--- src/rtl/ex_mem_stage_pkg.sv ---
// Shared CPU package: opcodes, control/flag bit positions and the EX/MEM payload.
package ex_mem_stage_pkg;

    localparam int unsigned INSTR_W = 16;
    localparam int unsigned DATA_W  = 16;
    localparam int unsigned CTRL_W  = 5;
    localparam int unsigned REG_W   = 4;
    localparam int unsigned FLAG_W  = 3;
    localparam int unsigned OP_W    = 4;
    localparam int unsigned OP_MSB  = 15;

    typedef enum logic [OP_W-1:0] {
        OP_ADD    = 4'b0000,
        OP_SUB    = 4'b0001,
        OP_RED    = 4'b0010,
        OP_XOR    = 4'b0011,
        OP_SLL    = 4'b0100,
        OP_SRA    = 4'b0101,
        OP_ROR    = 4'b0110,
        OP_PADDSB = 4'b0111,
        OP_LW     = 4'b1000,
        OP_SW     = 4'b1001,
        OP_LHB    = 4'b1010,
        OP_LLB    = 4'b1011,
        OP_B      = 4'b1100,
        OP_BR     = 4'b1101,
        OP_PCS    = 4'b1110,
        OP_HLT    = 4'b1111
    } opcode_e;

    // ctrl = {RegWrite, MemRead, MemWrite, MemToReg, Halt}
    localparam int unsigned CTRL_REGWRITE = 4;
    localparam int unsigned CTRL_MEMREAD  = 3;
    localparam int unsigned CTRL_MEMWRITE = 2;
    localparam int unsigned CTRL_MEMTOREG = 1;
    localparam int unsigned CTRL_HALT     = 0;

    // flags = {Z, V, N}
    localparam int unsigned FLAG_Z = 2;
    localparam int unsigned FLAG_V = 1;
    localparam int unsigned FLAG_N = 0;

    typedef struct packed {
        logic               valid;
        logic [INSTR_W-1:0] instr;
        logic [DATA_W-1:0]  alu_out;
        logic [DATA_W-1:0]  store_data;
        logic [CTRL_W-1:0]  ctrl;
        logic [REG_W-1:0]   wreg;
    } mem_reg_t;

endpackage

--- src/rtl/ex_mem_stage_if.sv ---
// EX/MEM pipeline bus: EX-side inputs, pipeline controls and MEM-side outputs.
interface ex_mem_stage_if;
    import ex_mem_stage_pkg::*;

    logic               stall;
    logic               flush;
    logic               valid_EX;
    logic [INSTR_W-1:0] instr_EX;
    logic [DATA_W-1:0]  alu_out_EX;
    logic               alu_v_EX;
    logic [DATA_W-1:0]  store_data_EX;
    logic [CTRL_W-1:0]  ctrl_EX;
    logic [REG_W-1:0]   wreg_EX;

    logic               valid_MEM;
    logic [INSTR_W-1:0] instr_MEM;
    logic [DATA_W-1:0]  alu_out_MEM;
    logic [DATA_W-1:0]  store_data_MEM;
    logic [CTRL_W-1:0]  ctrl_MEM;
    logic [REG_W-1:0]   wreg_MEM;
    logic [FLAG_W-1:0]  flags;
    logic [FLAG_W-1:0]  flags_fwd;
    logic               halted;

    modport master (
        output stall, flush, valid_EX, instr_EX, alu_out_EX, alu_v_EX,
               store_data_EX, ctrl_EX, wreg_EX,
        input  valid_MEM, instr_MEM, alu_out_MEM, store_data_MEM, ctrl_MEM,
               wreg_MEM, flags, flags_fwd, halted
    );

    modport slave (
        input  stall, flush, valid_EX, instr_EX, alu_out_EX, alu_v_EX,
               store_data_EX, ctrl_EX, wreg_EX,
        output valid_MEM, instr_MEM, alu_out_MEM, store_data_MEM, ctrl_MEM,
               wreg_MEM, flags, flags_fwd, halted
    );

endinterface

--- src/rtl/ex_mem_stage_flag_reg.sv ---
// Condition-flag register {Z,V,N} with opcode-dependent update.
// FLAG_BYPASS_EN: flags_fwd shows the next-edge flag value instead of the register.
module flag_reg
    import ex_mem_stage_pkg::*;
(
    input  logic              clk,
    input  logic              rst,
    input  logic              update_en,
    input  logic [OP_W-1:0]   opcode,
    input  logic [DATA_W-1:0] alu_out,
    input  logic              alu_v,
    output logic [FLAG_W-1:0] flags,
    output logic [FLAG_W-1:0] flags_fwd
);

    logic [FLAG_W-1:0] flags_q;
    logic [FLAG_W-1:0] flags_nxt;
    logic              zero;

    assign zero = (alu_out == DATA_W'(0));

    // Arithmetic ops set all flags, logic/shift ops only Z, everything else holds.
    always_comb begin
        flags_nxt = flags_q;
        if (update_en) begin
            case (opcode_e'(opcode))
                OP_ADD, OP_SUB: begin
                    flags_nxt[FLAG_Z] = zero;
                    flags_nxt[FLAG_V] = alu_v;
                    flags_nxt[FLAG_N] = alu_out[DATA_W-1];
                end
                OP_XOR, OP_SLL, OP_SRA, OP_ROR: flags_nxt[FLAG_Z] = zero;
                default: ;
            endcase
        end
    end

    always_ff @(posedge clk) begin
        if (rst) flags_q <= '0;
        else     flags_q <= flags_nxt;
    end

    assign flags = flags_q;

`ifdef FLAG_BYPASS_EN
    assign flags_fwd = flags_nxt;
`else
    assign flags_fwd = flags_q;
`endif

endmodule

--- src/rtl/ex_mem_stage.sv ---
// EX/MEM pipeline register with stall/flush, sticky halt and condition flags.
// FLAG_BYPASS_EN (in flag_reg) selects bypassed flags_fwd.
module ex_mem_stage
    import ex_mem_stage_pkg::*;
(
    input  logic clk,
    input  logic rst,
    ex_mem_stage_if.slave bus
);

    mem_reg_t mem_q;
    logic     halted_q;
    logic     capture;

    // Priority: rst > halted (freeze) > flush (bubble) > stall (hold) > capture.
    assign capture = !halted_q && !bus.flush && !bus.stall;

    always_ff @(posedge clk) begin
        if (rst) begin
            mem_q    <= '0;
            halted_q <= 1'b0;
        end else if (!halted_q) begin
            if (bus.flush) begin
                mem_q <= '0;
            end else if (!bus.stall) begin
                mem_q.valid      <= bus.valid_EX;
                mem_q.instr      <= bus.instr_EX;
                mem_q.alu_out    <= bus.alu_out_EX;
                mem_q.store_data <= bus.store_data_EX;
                mem_q.ctrl       <= bus.valid_EX ? bus.ctrl_EX : CTRL_W'(0);
                mem_q.wreg       <= bus.wreg_EX;
                if (bus.valid_EX && bus.ctrl_EX[CTRL_HALT]) halted_q <= 1'b1;
            end
        end
    end

    flag_reg u_flag_reg (
        .clk       (clk),
        .rst       (rst),
        .update_en (capture && bus.valid_EX),
        .opcode    (bus.instr_EX[OP_MSB -: OP_W]),
        .alu_out   (bus.alu_out_EX),
        .alu_v     (bus.alu_v_EX),
        .flags     (bus.flags),
        .flags_fwd (bus.flags_fwd)
    );

    assign bus.valid_MEM      = mem_q.valid;
    assign bus.instr_MEM      = mem_q.instr;
    assign bus.alu_out_MEM    = mem_q.alu_out;
    assign bus.store_data_MEM = mem_q.store_data;
    assign bus.ctrl_MEM       = mem_q.ctrl;
    assign bus.wreg_MEM       = mem_q.wreg;
    assign bus.halted         = halted_q;

endmodule

--- src/flat_wrapper.sv ---
// flat-port wrapper written by rule: the top's interface ports become plain ports
module ex_mem_stage_flat import ex_mem_stage_pkg::*;
  (clk, rst, bus_stall, bus_flush, bus_valid_EX, bus_instr_EX, bus_alu_out_EX, bus_alu_v_EX, bus_store_data_EX, bus_ctrl_EX, bus_wreg_EX, bus_valid_MEM, bus_instr_MEM, bus_alu_out_MEM, bus_store_data_MEM, bus_ctrl_MEM, bus_wreg_MEM, bus_flags, bus_flags_fwd, bus_halted);
  ex_mem_stage_if bus_i ();
  input  logic clk;
  input  logic rst;
  input wire logic [$bits(bus_i.stall)-1:0] bus_stall;
  input wire logic [$bits(bus_i.flush)-1:0] bus_flush;
  input wire logic [$bits(bus_i.valid_EX)-1:0] bus_valid_EX;
  input wire logic [$bits(bus_i.instr_EX)-1:0] bus_instr_EX;
  input wire logic [$bits(bus_i.alu_out_EX)-1:0] bus_alu_out_EX;
  input wire logic [$bits(bus_i.alu_v_EX)-1:0] bus_alu_v_EX;
  input wire logic [$bits(bus_i.store_data_EX)-1:0] bus_store_data_EX;
  input wire logic [$bits(bus_i.ctrl_EX)-1:0] bus_ctrl_EX;
  input wire logic [$bits(bus_i.wreg_EX)-1:0] bus_wreg_EX;
  output wire logic [$bits(bus_i.valid_MEM)-1:0] bus_valid_MEM;
  output wire logic [$bits(bus_i.instr_MEM)-1:0] bus_instr_MEM;
  output wire logic [$bits(bus_i.alu_out_MEM)-1:0] bus_alu_out_MEM;
  output wire logic [$bits(bus_i.store_data_MEM)-1:0] bus_store_data_MEM;
  output wire logic [$bits(bus_i.ctrl_MEM)-1:0] bus_ctrl_MEM;
  output wire logic [$bits(bus_i.wreg_MEM)-1:0] bus_wreg_MEM;
  output wire logic [$bits(bus_i.flags)-1:0] bus_flags;
  output wire logic [$bits(bus_i.flags_fwd)-1:0] bus_flags_fwd;
  output wire logic [$bits(bus_i.halted)-1:0] bus_halted;
  assign bus_i.stall = bus_stall;
  assign bus_i.flush = bus_flush;
  assign bus_i.valid_EX = bus_valid_EX;
  assign bus_i.instr_EX = bus_instr_EX;
  assign bus_i.alu_out_EX = bus_alu_out_EX;
  assign bus_i.alu_v_EX = bus_alu_v_EX;
  assign bus_i.store_data_EX = bus_store_data_EX;
  assign bus_i.ctrl_EX = bus_ctrl_EX;
  assign bus_i.wreg_EX = bus_wreg_EX;
  assign bus_valid_MEM = bus_i.valid_MEM;
  assign bus_instr_MEM = bus_i.instr_MEM;
  assign bus_alu_out_MEM = bus_i.alu_out_MEM;
  assign bus_store_data_MEM = bus_i.store_data_MEM;
  assign bus_ctrl_MEM = bus_i.ctrl_MEM;
  assign bus_wreg_MEM = bus_i.wreg_MEM;
  assign bus_flags = bus_i.flags;
  assign bus_flags_fwd = bus_i.flags_fwd;
  assign bus_halted = bus_i.halted;
  ex_mem_stage u_core (.clk(clk), .rst(rst), .bus(bus_i));
endmodule
--- config.mk ---
export PLATFORM = sky130hd
export DESIGN_NAME = ex_mem_stage_flat
export DESIGN_NICKNAME = d
export VERILOG_FILES = /design/src/rtl/ex_mem_stage_pkg.sv /design/src/rtl/ex_mem_stage_if.sv /design/src/rtl/ex_mem_stage_flag_reg.sv /design/src/rtl/ex_mem_stage.sv /design/src/flat_wrapper.sv
export SDC_FILE = /design/constraint.sdc
export NUM_CORES = 1
export LEC_CHECK = 0
export ABC_AREA = 0
export CORE_ASPECT_RATIO = 1.2
export CORE_MARGIN = 2
export CORE_UTILIZATION = 41
export CTS_BUF_LIST = sky130_fd_sc_hd__clkbuf_4
export CTS_CLUSTER_DIAMETER = 60
export DETAILED_ROUTE_END_ITERATION = 16
export MAX_ROUTING_LAYER = met4
export PLACE_DENSITY = 0.82
export SLEW_MARGIN = 20
export SYNTH_ARGS = -nofsm -noshare
export SYNTH_HDL_FRONTEND = slang
export SYNTH_SLANG_ARGS = --single-unit
--- constraint.sdc ---
create_clock -name clk -period 4.5 [get_ports clk]
set_input_delay 0.9 -clock clk [delete_from_list [all_inputs] [get_ports clk]]
set_output_delay 0.9 -clock clk [all_outputs]
set_load 0.01 [all_outputs]
Word-level counts from Yosys, hierarchy flattened. Cells that the tools add are included.

Bits in registers: 62. Input port bits: 63. Output and inout port bits: 65. Logic and storage cells: 37.

Equality and inequality tests: 6. Multiplexer cells: 7. Bitwise operators: 1. Reduce and logical (&&, ||, !) cells: 14.

Operator list (count): $mux W58 (2); $logic_not A16 Y1 (1); $eq A4 B3 Y1 const B (3); $reduce_and A2 Y1 (3); $reduce_or A6 Y1 (1); $mux W5 (1); $eq A4 B1 Y1 const B (1); $eq A4 B2 Y1 const B (1); $logic_and A1 B1 Y1 (4); $logic_not A4 Y1 (1); $mux W1 (4); $logic_not A1 Y1 (3); $ne A2 B1 Y1 const B (1); $reduce_or A2 Y1 (1); $not A1 Y1 (1).

Logic depth before layout (Yosys ltp).
Depth in word-level cells: 5. Depth in mapped cells: 6. Gate-level depth less buffers: 4.

Cells and area by module. Synthesis repeated with hierarchy kept, for this count alone.

Cell total of the unflattened synthesis: 175. Area, all modules: 2153.3 um^2.

By module, submodules not included: ex_mem_stage (instances 1, cells an instance 152, area each 1961.9 um^2, sequential area each 1181.1 um^2); flag_reg (instances 1, cells an instance 23, area each 191.4 um^2, sequential area each 60.1 um^2).

Worst setup path before layout. Ideal clock, no wire load.

Path kind: input -> register. From: input bus_flush. To: register u_core.u_flag_reg.flags_q[0], in the netlist u_core.u_flag_reg.flags[0]. Setup time: 0.128 ns. Arrival time: 1.852 ns. Data required time: 4.372 ns. Setup slack: 2.521 ns. Stages: 4. Path buffers: 0. Path through: nor4b_4 -> nor4b_4 -> mux2i_1 -> nor2_1.

Word-level cells in the longest chain between the ends: 5.

Ends and longest elaborated chain: start, declared (line flat_wrapper.sv:8) `input wire logic [$bits(bus_i.flush)-1:0] bus_flush;`; $logic_not A1 Y1 (line ex_mem_stage.sv:16) `assign capture = !halted_q && !bus.flush && !bus.stall;`; $logic_and A1 B1 Y1 (2 in series) (line ex_mem_stage.sv:16); $logic_and A1 B1 Y1 (line ex_mem_stage.sv:40) `.update_en (capture && bus.valid_EX),`; $reduce_and A2 Y1 (no source line); end signal, assigned (line ex_mem_stage_flag_reg.sv:40) `else flags_q <= flags_nxt;`; end, declared (line ex_mem_stage_flag_reg.sv:16) `logic [FLAG_W-1:0] flags_q;`.

No other way between the ends. A chain may end at the register's enable or synchronous reset.

Worst setup path after layout.
From: input bus_flush. To: register u_core.mem_q, in the netlist u_core.bus.alu_out_MEM[5].

Word-level cells in the longest chain between the ends: 2. Elaborated cells on any way between the ends: 3.

Ends and longest elaborated chain: $ne A2 B1 Y1 (no source line); $reduce_and A2 Y1 (no source line); end, declared (line ex_mem_stage.sv:11) `mem_reg_t mem_q;`.

Parallel ways exist; a longest one is shown, timed or not.

==> results.md <==
* Max Transition Viols Final at 0
* Post-synth ARST share at 0%
* Post-Layout Cell Count at 406
* Clk sinks at 62
* GRT Residual Overflow at 0
* Dpl hpwl at 4230 um
* Antenna diodes at 0
* Placed Cells at 391
* Top post-synthesis cells by area: dfxtp_1 (57%), a22oi_1 (20%), nor2_1 (11%)
* Maxcap violations at 0
* Final hold slack at 0.497 ns
* Final setup viols at 0
* GRT Util Overall at 21.7%
* Worst Setup Start Kind: input port
* Fin crit share at 58.0%
* Mux cell area share after synthesis at 1.38%
* DIE AREA at 5890 um2
* Worst-case reg-to-reg path depth at 4
* Initial antenna violation count at 0
* Resize count post-CTS at 0
* # IOs at 128
* #FFs+latches synth at 62
* Chip height at 83.7 um
* Number of enable flip-flop cells after synthesis at 0
* Req. time, crit path at 4.81 ns
* Reg-to-Reg End: u_core.bus.alu_out_MEM[5]
* Vias at 2137
* Worst r2r src: u_core.bus.halted
* RSZ-0062 raised after global routing: false
* Status: complete, no violations
* Core ar. at 5190 um2
* First-pass GRT wire length at 9890 um
* Setup Fix Bufs, Post-CTS at 0
* Nets at 403
* Slew of the pin with the lowest slew margin at 1.05 ns
* End point of the critical path: u_core.bus.alu_out_MEM[5]
* Hold Path Class: reg -> reg
* Total wire length at 6170 um
* Worst-path clk slew at 0.09 ns
* Initial core utilization at 41.8%
* Fraction of layout cells with a size suffix above 1 at 5.81%
* Vias in the first global route at 2116
* Largest family of logic cells by synthesized area: compound AO/OA/AOI/OAI gates
* Reg2reg setup slack at 2.55 ns
* First drt pass iteration count at 5
* Synth top area share at 57.2%
* Area Growth Syn to Fin at 64.2%
* Min Tclk post-route at 2.61 ns
* Hold violation count in the final report at 0
* Clk root buf: clkbuf_4
* Power Density at 309 nW/um2
* Seq/Total Area, Yosys at 57.2%
* GP Congestion at 0.778
* Element type at the critical path end: flip-flop
* CTS buffer count at 9
* IO buf count at 127
* Worst hold start: u_core.bus.valid_MEM
* Via/cell ratio at 5.26
* Max clock buf depth at 2
* Synth unique cells at 17
* 1st-iter DRT viols at 174
* Pwr Total at 1.10 mW
* Synthesized Nets at 285
* Final ANT Viol Nets at 0
* Pin count of the biggest net entering global routing at 63
* Compound-Gate Fraction of Synth Area at 21.0%
* Critical path class: in -> reg
* Die Span X at 70.4 um
* H-tree depth at 3
* Average cell area after synthesis at 9.77 um2
* Mapped Area at 2170 um2
* WP data arrival at 2.92 ns
* VDD IR max at 0.000208 V
* Setup total negative slack at 0 ns
* Fmax achieved at 0.383 GHz
* # DRC at 0
* Slew headroom at 29.9%
* Post-synth top flop: dfxtp_1
* Synth Area in Adders at 0%
* Synth warnings at 0
* Xor and xnor fraction of the mapped netlist area at 0.404%
* CTS tree: built
* Worst-path maximum fanout at 31
* Crit. Startpoint: bus_flush
* WL/cell at 15.2 um
* Row Count at 29
* Post-Synthesis Cells at 222
* Area leader, netlist: dfxtp_1
* Leakage at 1.30 nW
* Hold buffer count at cts at 0
* Final Skew at 0.00859 ns
* Clk Latency, worst-skew pair at 0.38 ns
* Post-synthesis simple-gate area fraction at 14.9%
## registers in the layout (all words and copies together), names as in the netlist
name	count
u_core.bus.valid_MEM	1
u_core.bus.halted	1
u_core.bus.ctrl_MEM	5
u_core.u_flag_reg.flags	3
u_core.bus.store_data_MEM	16
u_core.bus.wreg_MEM	4
u_core.bus.alu_out_MEM	16
u_core.bus.instr_MEM	16
## cells in the final DEF, fill, tap and decap left out, types with 2 or more instances in the layout
master,count
a22oi_1,57
buf_4,2
clkbuf_4,10
clkdlybuf4s50_1,126
clkinv_2,2
dfxtp_1,62
inv_1,4
mux2i_1,3
nor2_1,62
nor4_1,4
nor4b_4,2
## kinds of logic after synthesis
logic type	after synthesis
AND/OR/NAND/NOR	70
flip-flops	62
buffers and inverters	25
AO/OA/AOI/OAI	61
XOR/XNOR	1
multiplexers	3
## synth_stat cells, types with 2 or more instances
| cell type | number |
|---|---|
| a22oi_1 | 57 |
| clkbuf_1 | 15 |
| nor4_1 | 4 |
| buf_2 | 3 |
| nor4b_4 | 2 |
| inv_1 | 4 |
| buf_4 | 3 |
| dfxtp_1 | 62 |
| mux2i_1 | 3 |
| nor2_1 | 62 |
## critical path: stages
cell and delay (ns):
clkdlybuf4s50_1 0.51, nor3_4 0.74, buf_4 0.44, a22oi_1 0.14, nor2_1 0.16
## layer usage
metal / track usage, % / vias to the layer above / part of all wire [%]
met4: 12.6 / 0 / 3.3
met1: 26.9 / 996 / 42
met2: 33.1 / 94 / 49
li1: - / 1029 / -
met5: - / - / 0
met3: 3.86 / 18 / 5.4
## power by group
| group | leakage, nW | switching, mW | internal [mW] | total (mW) |
|---|---|---|---|---|
| registers | 0.504 | 0.00972 | 0.566 | 0.576 |
| clock network | 0.0697 | 0.189 | 0.169 | 0.359 |
| logic | 0.724 | 0.0700 | 0.0968 | 0.167 |
## cell type report
type,count,area (um2)
clock buffer,10,75.1
clock inverter,5,51.3
fill,413,1630
inverter,4,15.0
multi-input combinational,135,827
sequential,62,1240
tap,62,77.6
timing repair buffer,128,1280
## through the flow
step                setup WS (ns)  instance area [um2]  utilization, %
CTS                          1.90                 3560            68.6
finish                       1.89                 3560            68.7
detailed placement           1.49                 3430            66.2
global route                 1.76                 3560            68.7
global placement             1.53                 3430            66.2
floorplan                    2.52                 2170               -
## how the worst min path moves through the flow
stage | depth (start not counted) | to
2_1_floorplan | 2 | u_core.bus.valid_MEM
3_5_place_dp | 2 | u_core.bus.valid_MEM
5_1_grt | 2 | u_core.bus.wreg_MEM[0]
4_1_cts | 2 | u_core.bus.valid_MEM
3_3_place_gp | 2 | u_core.bus.valid_MEM
6_report | 2 | u_core.bus.valid_MEM
Power figures use the tool's default switching activity.
